File: src/rtl/booth_product_accumulator.sv
// Saturating block accumulator for signed Booth-multiplier products.
// Sums len+1 products per block and presents the sum on a valid/ready output.
module booth_product_accumulator #(
  parameter int PW = 8,
  parameter int AW = 16,
  parameter int CW = 4
) (
  input  logic          clk,
  input  logic          rst_n,
  input  logic          start,
  input  logic [CW-1:0] len,
  input  logic [PW-1:0] product,
  input  logic          in_valid,
  output logic          in_ready,
  output logic [AW-1:0] acc_out,
  output logic          overflow,
  output logic          out_valid,
  input  logic          out_ready,
  output logic          busy
);

  typedef enum logic [1:0] {IDLE, ACCUM, HOLD} state_t;

  localparam logic [AW-1:0] ACC_MAX = {1'b0, {(AW-1){1'b1}}};
  localparam logic [AW-1:0] ACC_MIN = {1'b1, {(AW-1){1'b0}}};

  state_t        state, state_nxt;
  logic [AW-1:0] acc;
  logic          ovf;
  logic [CW-1:0] remaining;
  logic          beat;
  logic [AW:0]   sum;
  logic [AW-1:0] sum_sat;
  logic          sum_ovf;

  assign beat = (state == ACCUM) && in_valid;

  // One guard bit is enough: |acc + product| < 2^AW since AW >= PW + 1.
  always_comb begin
    sum     = {acc[AW-1], acc} + {{(AW+1-PW){product[PW-1]}}, product};
    sum_ovf = sum[AW] ^ sum[AW-1];
    sum_sat = sum[AW-1:0];
    if (sum_ovf) sum_sat = sum[AW] ? ACC_MIN : ACC_MAX;
  end

  always_ff @(posedge clk or negedge rst_n) begin
    if (!rst_n) state <= IDLE;
    else        state <= state_nxt;
  end

  always_comb begin
    state_nxt = state;
    case (state)
      IDLE:    if (start) state_nxt = ACCUM;
      ACCUM:   if (beat && remaining == '0) state_nxt = HOLD;
      HOLD:    if (out_ready) state_nxt = IDLE;
      default: state_nxt = IDLE;
    endcase
  end

  always_comb begin
    in_ready  = (state == ACCUM);
    out_valid = (state == HOLD);
    busy      = (state != IDLE);
  end

  // The block counter counts down, so len = 2^CW-1 needs no extra bit.
  always_ff @(posedge clk or negedge rst_n) begin
    if (!rst_n) begin
      acc       <= '0;
      ovf       <= 1'b0;
      remaining <= '0;
    end else if (state == IDLE && start) begin
      acc       <= '0;
      ovf       <= 1'b0;
      remaining <= len;
    end else if (beat) begin
      acc <= sum_sat;
      ovf <= ovf | sum_ovf;
      if (remaining != '0) remaining <= remaining - 1'b1;
    end
  end

  assign acc_out  = acc;
  assign overflow = ovf;

endmodule

File: config.mk
export PLATFORM = sky130hd
export DESIGN_NAME = booth_product_accumulator
export DESIGN_NICKNAME = d
export VERILOG_FILES = /design/src/rtl/booth_product_accumulator.sv
export SDC_FILE = /design/constraint.sdc
export NUM_CORES = 1
export LEC_CHECK = 0
export ABC_AREA = 1
export CAP_MARGIN = 40
export CORE_MARGIN = 8
export CORE_UTILIZATION = 57
export DETAILED_ROUTE_END_ITERATION = 10
export PLACE_DENSITY = 0.83
export RECOVER_POWER = 50
export SLEW_MARGIN = 20
export SYNTH_ARGS = -nofsm -noshare
export SYNTH_HDL_FRONTEND = slang
export SYNTH_SLANG_ARGS = --single-unit
File: constraint.sdc
create_clock -name clk -period 4.8 [get_ports clk]
set_input_delay 0.96 -clock clk [delete_from_list [all_inputs] [get_ports clk]]
set_output_delay 0.96 -clock clk [all_outputs]
set_load 0.01 [all_outputs]
==> qor.csv <==
stage,metric,value,unit
detailed_routing,DRC Markers,0,
final_layout,# diodes,0,
timing,worst clock skew,0.00199,ns
clock_network,clock sinks,23,
synthesis,Syn Inst Count,289,
min_path,Worst Hold Path EP,state[1]$_DFFE_PN0P_,
worst_setup_path,reg2reg path depth,13,
clock_network,number of H-tree levels,1,
min_path,Hold Path Stages,1,
synthesis,Avg Inst Size Synth,7.15,sq um
synthesis,most frequent cell after synthesis,nand2_1,
clock_network,clock root cell,clkbuf_4,
timing,Slew @ Worst Pin,0.908,ns
floorplanning,die height,76.2,um
placed_design,Post-DP HPWL,3900,um
timing,fmax,0.305,GHz
global_route,GRT Residual Overflow,0,
timing,Tmin final,3.28,ns
synthesis,Yosys top cell area share,27.8,%
clock_network,CTS Hold Bufs,0,
floorplanning,I/O pin count,37,
clock_network,clk_lat worst skew,0.32,ns
final_layout,"non-filler cells, final",375,
synthesis,register area share after synthesis,27.8,%
floorplanning,core area,3580,sq um
timing,crit share post-route,68.3,%
detailed_routing,Post-Route WL,4880,um
final_layout,layout cells sized above 1,12.5,%
worst_setup_path,crit-path max cell delay,0.60,ns
clock_network,CTS tree,built,
placed_design,port bufs,36,
clock_network,worst-case clock buffer depth,2,
timing,Setup Viol. Count Final,0,
clock_network,Clock Pin Slew Worst Setup and Hold Paths,0.14,ns
timing,Final Max Tran Viols,0,
floorplanning,Starting Density,57.8,%
global_route,first-pass GRT wire length,8740,um
clock_network,TritonCTS buffer count,3,
pwr,P_leak,1.33,nW
placed_design,placed inst area,2470,sq um
worst_setup_path,WP data required,5.07,ns
synthesis,Commonest cells post-synth,"101 x nand2_1, 34 x inv_1, 23 x dfrtp_1",
worst_setup_path,Setup crit end kind,register,
pwr,PD cells,699,nW/um^2
synthesis,"flops & latches, synth",23,
synthesis,dominant synthesized flop cell,dfrtp_1,
placed_design,GPL Wtd Cong,0.928,
worst_setup_path,CP bufs+invs,2,
timing,final count of hold timing violations,0,
min_path,hold path start,state[0]$_DFFE_PN0P_,
synthesis,post-synthesis cell area,2070,sq um
worst_setup_path,Critical Path Slowest Stage Cell,clkdlybuf4s50_1,
global_route,vias in the first global route,1947,
worst_setup_path,"Critical Path, Cell by Cell","clkdlybuf4s50_1, ha_1, nand2_1, inv_2, nand2_1, nand2_1, a21oi_2, nand2_2, nand2_1, nand2_4, a21oi_4, o21ai_0, nand2_1",
final_layout,Nets,364,
floorplanning,Die ar.,5810,sq um
worst_setup_path,Critical Path AT,3.55,ns
synthesis,Syn Nets,325,
global_route,initial antenna violation count,0,
floorplanning,Row Count,22,
synthesis,main area contributors after synthesis,"dfrtp_1 28%, nand2_1 18%, ha_1 11%",
detailed_routing,drt first pass iters,5,
status,run status,completed,
timing,Max-slew headroom,39.5,%
timing,setup TNS,0,ns
global_route,largest net degree at the start of global routing,17,
global_route,overall routing resource usage,17.4,%
worst_setup_path,worst r2r src,acc_out[0]$_DFFE_PN0P_,
worst_setup_path,"CP delay by family, top",compound AO/OA/AOI/OAI gates,
worst_setup_path,CP Class,primary input to register,
min_path,type of the worst min-delay path,register to register,
synthesis,Synth Warn #,0,
synthesis,synth unique cells,30,
floorplanning,Die W,76.2,um
timing,RSZ-0062 raised after global routing,no,
synthesis,Post-synth ARST share,100,%
timing,hold slack,0.513,ns
worst_setup_path,WP depth,13,
synthesis,Post-synth EDFFs,0,
clock_network,PostCTS Resize Cnt,0,
final_layout,utilization after layout,69.4,%
placed_design,Placed Cells incl. Taps,371,
flow_run,maxcap violations,0,
synthesis,leading area contributor after synthesis,dfrtp_1,
worst_setup_path,flop2flop setup slack,2.24,ns
detailed_routing,Detailed Route Iter0 Violations,152,
clock_network,post-CTS setup buffer count,0,
final_layout,post-route cell area,2480,sq um
worst_setup_path,worst r2r dst,acc_out[2]$_DFFE_PN0P_,
worst_setup_path,CP Launch Type,primary input,
final_layout,Area Growth Syn to Fin,20.2,%
worst_setup_path,"most used cell, CP",nand2_1,
detailed_routing,via count,1929,
detailed_routing,post-DR wirelength/cell,13.0,um
pwr,VDD IR max,0.328,mV
worst_setup_path,"Max FO, Critical Path",15,
detailed_routing,Routed Antenna Nets,0,
detailed_routing,vias per inst,5.14,
-- final cells by class --
class | instances | area, sq um
inverter | 37 | 139
clock buffer | 3 | 22.5
clock inverter | 1 | 5.00
tap | 48 | 60.1
timing repair buffer | 37 | 364
sequential | 23 | 576
multi-input combinational | 226 | 1320
fill | 316 | 1090
-- state kept, by name, summed over array words and instances (netlist names) --
name / count
acc_out: 16
state: 2
overflow: 1
remaining: 4
-- worst max-delay path by stage --
stage	from	end	slack (ns)
after CTS	product[7]	acc_out[2]$_DFFE_PN0P_	1.55
final	product[7]	acc_out[2]$_DFFE_PN0P_	1.52
after floorplan	product[0]	acc_out[5]$_DFFE_PN0P_	2.13
after detailed placement	product[7]	acc_out[2]$_DFFE_PN0P_	1.20
after global routing	product[7]	acc_out[0]$_DFFE_PN0P_	1.29
after global placement	product[7]	acc_out[3]$_DFFE_PN0P_	1.33
-- power breakdown --
part,total [W],switching (W),internal (W)
Clock,0.0000959,0.0000647,0.0000312
Combinational,0.00128,0.000778,0.000498
Sequential,0.000366,0.0000771,0.000288
Total,0.00174,0.000920,0.000817
-- worst register-to-register path: stages (launching register included) --
cell and delay [ns]:
dfrtp_1 0.43, ha_1 0.22, fa_1 0.41, nand2_1 0.07, nand2_1 0.09, nand3_1 0.12, nand2_2 0.10, nand2_2 0.10
nand2_2 0.06, nand2_2 0.06, nand2_2 0.08, a21oi_4 0.50, o21ai_0 0.19, nand2_1 0.09
-- per-layer routing --
| metal | vias to the layer above | routed length [um] | track usage [%] |
|---|---|---|---|
| met5 | - | 0 | 0 |
| met3 | 6 | 243 | 3.54 |
| met1 | 883 | 2320 | 21.5 |
| li1 | 993 | - | - |
| met2 | 47 | 2270 | 30.0 |
| met4 | 0 | 53 | 4.23 |
-- stage by stage --
stage	total power, W	setup WS [ns]
after global routing	0.00193	1.29
after detailed placement	0.00165	1.20
after CTS	0.00175	1.55
final	0.00174	1.52
after floorplan	0.00132	2.13
after global placement	0.00161	1.33
-- placed cells by master, fill, tap and decap left out, drive strengths merged, types with 4 or more instances in the layout --
cell / synthesis / final
clkbuf: 1 / 4
nor3: 4 / 4
nor2: 16 / 16
o21ai: 21 / 21
clkdlybuf4s50: 0 / 30
dfrtp: 23 / 23
ha: 18 / 18
dlygate4sd3: 0 / 6
nand2: 118 / 118
nand3: 13 / 13
xor2: 11 / 11
inv: 37 / 37
a21oi: 14 / 14
-- cell families after synthesis --
| logic type | share of synthesized area, % |
|---|---|
| buffers and inverters | 8.41 |
| AOI/OAI and AO/OA | 13.4 |
| adders and majority gates | 11.9 |
| xor gates and xnor gates | 5.51 |
| DFF | 27.8 |
| and+or+nand+nor | 32.9 |
No activity file was read; power rests on OpenSTA's default activity.
